**src/rtl/rf_pkg.sv**
```systemverilog
// Shared defaults and clear-engine state encoding for the integer register file.
package rf_pkg;

    localparam int unsigned RF_XLEN  = 32;
    localparam int unsigned RF_NREGS = 32;
    localparam int unsigned RF_NRD   = 2;

    typedef enum logic [0:0] {
        RF_IDLE  = 1'b0,
        RF_CLEAR = 1'b1
    } rf_state_e;

endpackage

```
**src/rtl/rf_clear_ctrl.sv**
```systemverilog
// Sequential clear engine: walks every register index once per request and
// reports progress through clr_busy / clr_done.
module rf_clear_ctrl
    import rf_pkg::*;
#(
    parameter  int unsigned NREGS = RF_NREGS,
    localparam int unsigned AW    = $clog2(NREGS)
) (
    input  logic          clk,
    input  logic          rst,
    input  logic          clr_req,
    output logic          clr_busy,
    output logic          clr_done,
    output logic          clr_en,
    output logic [AW-1:0] clr_addr
);

    rf_state_e     state_r;
    logic [AW-1:0] cnt_r;

    assign clr_en   = (state_r == RF_CLEAR);
    assign clr_addr = cnt_r;

    // Clear FSM; the counter parks on the last index so a pass never wraps.
    always_ff @(posedge clk or negedge rst) begin
        if (!rst) begin
            state_r  <= RF_IDLE;
            cnt_r    <= '0;
            clr_busy <= 1'b0;
            clr_done <= 1'b0;
        end else begin
            case (state_r)
                RF_IDLE: begin
                    clr_done <= 1'b0;
                    if (clr_req) begin
                        state_r  <= RF_CLEAR;
                        cnt_r    <= '0;
                        clr_busy <= 1'b1;
                    end else begin
                        clr_busy <= 1'b0;
                    end
                end
                RF_CLEAR: begin
                    if (cnt_r == AW'(NREGS - 1)) begin
                        state_r  <= RF_IDLE;
                        clr_busy <= 1'b0;
                        clr_done <= 1'b1;
                    end else begin
                        cnt_r <= cnt_r + AW'(1);
                    end
                end
                default: begin
                    state_r  <= RF_IDLE;
                    cnt_r    <= '0;
                    clr_busy <= 1'b0;
                    clr_done <= 1'b0;
                end
            endcase
        end
    end

endmodule

```
**src/rtl/reg_file_mp.sv**
```systemverilog
// Multi-port integer register file with one write port, optional write-to-read
// bypass, per-register pending bits and a sequential clear engine.
module reg_file_mp
    import rf_pkg::*;
#(
    parameter  int unsigned XLEN     = RF_XLEN,
    parameter  int unsigned NREGS    = RF_NREGS,
    parameter  int unsigned NRD      = RF_NRD,
    parameter  bit          ZERO_REG = 1'b1,
    parameter  bit          BYPASS   = 1'b1,
    localparam int unsigned AW       = $clog2(NREGS)
) (
    input  logic              clk,
    input  logic              rst,
    input  logic              RegWEn,
    input  logic [AW-1:0]     w_reg,
    input  logic [XLEN-1:0]   w_data,
    input  logic [NRD*AW-1:0] r_reg,
    output logic [NRD*XLEN-1:0] r_data,
    output logic [NRD-1:0]    r_pend,
    input  logic              sb_set,
    input  logic [AW-1:0]     sb_reg,
    input  logic              clr_req,
    output logic              clr_busy,
    output logic              clr_done
);

    logic [XLEN-1:0] regs_r [NREGS];
    logic [NREGS-1:0] pend_r;

    logic          wr_acc_s;
    logic          sb_ok_s;
    logic          clr_en_s;
    logic [AW-1:0] clr_addr_s;

    rf_clear_ctrl #(.NREGS(NREGS)) u_clr (
        .clk      (clk),
        .rst      (rst),
        .clr_req  (clr_req),
        .clr_busy (clr_busy),
        .clr_done (clr_done),
        .clr_en   (clr_en_s),
        .clr_addr (clr_addr_s)
    );

    // Writes are dropped while the clear engine owns the array.
    assign wr_acc_s = RegWEn && !clr_busy && !(ZERO_REG && (w_reg == '0));
    assign sb_ok_s  = sb_set && !(ZERO_REG && (sb_reg == '0));

    // Register storage: clear strobe has priority over a (never coincident) write.
    always_ff @(posedge clk or negedge rst) begin
        if (!rst) begin
            for (int i = 0; i < int'(NREGS); i++) begin
                regs_r[i] <= '0;
            end
        end else begin
            for (int i = 0; i < int'(NREGS); i++) begin
                if (clr_en_s && (clr_addr_s == AW'(i))) begin
                    regs_r[i] <= '0;
                end else if (wr_acc_s && (w_reg == AW'(i))) begin
                    regs_r[i] <= w_data;
                end
            end
        end
    end

    // Scoreboard: a new producer outranks the write retiring the old one,
    // and the clear sweep outranks both.
    always_ff @(posedge clk or negedge rst) begin
        if (!rst) begin
            pend_r <= '0;
        end else begin
            for (int i = 0; i < int'(NREGS); i++) begin
                if (clr_en_s && (clr_addr_s == AW'(i))) begin
                    pend_r[i] <= 1'b0;
                end else if (sb_ok_s && (sb_reg == AW'(i))) begin
                    pend_r[i] <= 1'b1;
                end else if (wr_acc_s && (w_reg == AW'(i))) begin
                    pend_r[i] <= 1'b0;
                end
            end
        end
    end

    for (genvar k = 0; k < int'(NRD); k++) begin : g_rd
        logic [AW-1:0]   addr_s;
        logic            hit_s;
        logic [XLEN-1:0] data_s;
        logic            pend_s;

        assign addr_s = r_reg[k*AW +: AW];
        assign hit_s  = BYPASS && wr_acc_s && (w_reg == addr_s);

        // Read mux: zero register, then forwarded write, then stored state.
        always_comb begin
            data_s = regs_r[addr_s];
            pend_s = pend_r[addr_s];
            if (ZERO_REG && (addr_s == '0)) begin
                data_s = '0;
                pend_s = 1'b0;
            end else if (hit_s) begin
                data_s = w_data;
                pend_s = (sb_ok_s && (sb_reg == addr_s)) ? pend_r[addr_s] : 1'b0;
            end else begin
                data_s = regs_r[addr_s];
                pend_s = pend_r[addr_s];
            end
        end

        assign r_data[k*XLEN +: XLEN] = data_s;
        assign r_pend[k]              = pend_s;
    end

endmodule

```
**config.mk**
```make
export PLATFORM = sky130hd
export DESIGN_NAME = reg_file_mp
export DESIGN_NICKNAME = d
export VERILOG_FILES = /design/src/rtl/rf_pkg.sv /design/src/rtl/rf_clear_ctrl.sv /design/src/rtl/reg_file_mp.sv
export SDC_FILE = /design/constraint.sdc
export NUM_CORES = 2
export LEC_CHECK = 0
export CELL_PAD_IN_SITES_DETAIL_PLACEMENT = 0
export CELL_PAD_IN_SITES_GLOBAL_PLACEMENT = 1
export CORE_ASPECT_RATIO = 1.4
export CORE_MARGIN = 2
export CORE_UTILIZATION = 40
export CTS_CLUSTER_DIAMETER = 60
export DETAILED_ROUTE_END_ITERATION = 6
export GPL_TIMING_DRIVEN = 0
export PLACE_DENSITY = 0.78
export SKIP_CTS_REPAIR_TIMING = 1
export SLEW_MARGIN = 20
export SYNTH_ARGS = -nofsm -noshare
export SYNTH_HDL_FRONTEND = slang
export SYNTH_HIERARCHICAL = 1
export SYNTH_SLANG_ARGS = --single-unit
```
**constraint.sdc**
```tcl
create_clock -name clk -period 2.5 [get_ports clk]
set_input_delay 0.5 -clock clk [delete_from_list [all_inputs] [get_ports clk]]
set_output_delay 0.5 -clock clk [all_outputs]
set_load 0.005 [all_outputs]
```
==> impl_metrics.tcl <==
set metrics [dict create \
    status "finished with violations" \
    violations "design-rule violations, negative setup slack" \
    die_area_um2 154000 \
    overflow 0 \
    drc 6 \
    yosysWarnings 6 \
    ir_drop_mv 0.692 \
    setup_slack_ns -1.30 \
    insertion_delay_ns 0.80 \
    dp_cells 8533 \
    cp.buffers_inverters 5 \
    track_usage_pct 50.5 \
    gp_congestion 1.06 \
    start_util_pct 40.3 \
    hpwl_um 303000 \
    clock_skew_ns 0.0340 \
    vias_per_cell 6.82 \
    grt_pass1_vias 55967 \
    arrival_ns 3.30 \
    cp_max_fo 7 \
    layout_commonest_cell "nand2_1" \
    synth_largest_area_cell "dfrtp_1" \
    timing_worst_setup_path_type "flop to primary output" \
    synth_top_area_share_pct 44.0 \
    worst_path_largest_cell_delay_ns 0.60 \
    ant_nets 0 \
    layout_common_cells "nand2_1 (2,054), dfrtp_1 (1,063), a21oi_1 (1,013)" \
    crit_required_ns 2.00 \
    syn_nets 6512 \
    grt_pass1_wl_um 517000 \
    rsz0062_at_grt "true" \
    initialDrtViolationCount 8952 \
    wl_per_cell_um 45.2 \
    grt_max_degree 144 \
    drive_above_1_share_pct 21.8 \
    syn_to_final_growth_pct 21.2 \
    synth_edf_count 0 \
    p_leak_nw 30.4 \
    slew_viol_final 0 \
    cts_tree "done" \
    cp_top_family "buffers and inverters" \
    core_area_um2 150000 \
    synthArstFlopShare_pct 100 \
    syn_area_um2 60500 \
    ys_ff_latch 1064 \
    worstPathCellList "nor2b_4, o41ai_2, or4b_4, buf_8, buf_12, clkbuf_16, buf_4, a21oi_4, buf_2" \
    finalSetupViolations 1291 \
    root_buffer "clkbuf_16" \
    fin_nets 6832 \
    vias 60403 \
    ys_seq_area_share_pct 44.0 \
    num_rows 168 \
    min_path_type "input port to flop" \
    dr.pass1.iters 7 \
    postLayoutCellArea_um2 73300 \
    synth_ff_type "dfrtp_1" \
    finalCriticalPeriod_ns 3.80 \
    powerDensity_nw_per_um2 1010 \
    endpoint_kind "primary output" \
    relSlewSlack_pct 13.7 \
    slowest_stage "dfrtp_4" \
    antenna_found_initial 53 \
    fin_cells 8856 \
    netlist_instances 6453 \
    finalPower_mw 74.2 \
    io-pin-count 125 \
    wl_um 400000 \
    postPlaceCellArea_um2 64700 \
    cts_buffer_depth 3 \
    portBuffers 95 \
    drv_cap 0 \
    hold_violations 0 \
    cts_max_level 3 \
    synth.avg_cell_area_um2 9.38 \
    clkSinkCount 1064 \
    synth.area.top_cells "dfrtp_1 (44%), mux4_2 (14%), nand2_1 (13%)" \
    worst_pin_slew_ns 1.29 \
    die_x_um 333 \
    setup_tns_ns -559.97 \
    holdWs_ns 0.0743 \
    clock.fmax_ghz 0.263 \
    synth.distinct_cells 72 \
    cts_buffers 121 \
    cp-start-kind "flop" \
    period_share_pct 152 \
    path_clk_slew_ns 0.07 \
    dieHeight_um 464 \
]
==> cell type report <==
type / count / area [um2]
multi-input combinational: 4735 / 33100
clock buffer: 151 / 3340
clock inverter: 77 / 958
buffer: 636 / 4330
fill: 14259 / 76700
antenna: 23 / 57.6
sequential: 1064 / 26600
timing repair buffer: 204 / 2420
inverter: 11 / 51.3
tap: 1955 / 2450
==> worst paths after layout <==
check	startpoint	slack [ns]	cells past startpoint	end
worst max register to register	u_clr/clr_addr[0]	-0.91	5	regs_r[748]
worst max-delay path	u_clr/clr_busy	-1.30	9	r_data[28]
worst min-delay path	w_data[4]	0.07	3	regs_r[644]
max in group asynchronous	rst	-0.79	6	regs_r[371]
worst min register to register	u_clr/clr_done	0.50	2	u_clr/clr_done
min in group asynchronous	rst	0.83	3	regs_r[357]
==> cell usage after synthesis, types with 6 or more instances <==
cell,n
nor2b_1,46
a22oi_1,87
a221o_1,7
o211ai_1,16
o31ai_1,10
mux4_2,384
o22a_1,21
dfrtp_1,1064
buf_6,35
and2_1,36
nor4_1,25
o22ai_1,75
a211oi_1,27
nor3_2,6
and3_1,14
a221oi_1,57
o21ai_0,105
a21oi_1,1043
xnor2_1,14
nor3_1,27
a31oi_1,14
buf_4,29
clkbuf_1,450
nor2_1,165
o32a_1,10
xor2_1,10
a32oi_1,8
mux2i_1,258
buf_2,104
a2111oi_0,7
a22o_1,9
nand3_1,30
nand2_1,2066
o2111ai_1,7
inv_1,6
mux2_2,67
nand2b_1,19
or2_2,10
buf_1,15
==> sequential cells by signal (all words and copies together), names as in the netlist <==
name,count
u_clr/clr_en,1
pend_r,32
u_clr/clr_busy,1
u_clr/clr_done,1
regs_r,1024
u_clr/clr_addr,5
==> worst reg2reg max path: stages, from the launching register on <==
cell and delay [ns]:
dfrtp_1 0.54, nor2b_1 0.35, nand2_1 0.44, nor2_1 0.84
buf_1 0.97, a21oi_1 0.10
==> cells by family after synthesis <==
group,Yosys count,synth area share [%]
AOI/OAI and AO/OA,1519,14.2
xor gates and xnor gates,24,0.347
adders and majority gates,2,0.0413
buffers and inverters,654,5.03
DFF,1064,44.0
muxes,711,19.9
and+or+nand+nor,2479,16.5
==> per-stage QoR <==
stage / worst slack (ns) / util (%)
finish: -1.30 / 48.9
global route: -1.28 / 48.8
CTS: -4.25 / 46.0
detailed placement: -4.23 / 43.1
global placement: -51.03 / 42.6
floorplan: -0.110 / -
==> report_power, final <==
part           switching, mW  leakage [nW]  internal [mW]
combinational           14.2          13.9           10.2
sequential              6.23          14.3           23.6
clock                   8.73          2.11           11.2
total                   29.2          30.4           45.0
==> layer usage <==
metal | GRT usage (%) | part of all wire, % | up-vias | wire length [um]
met1 | 60.7 | 35 | 30698 | 142000
li1 | - | - | 23354 | -
met4 | 42.2 | 10 | 16 | 40600
met5 | 0 | 0.025 | - | 101
met3 | 19.2 | 13 | 1390 | 51900
met2 | 71.6 | 41 | 4945 | 166000
Power figures use the tool's default switching activity.
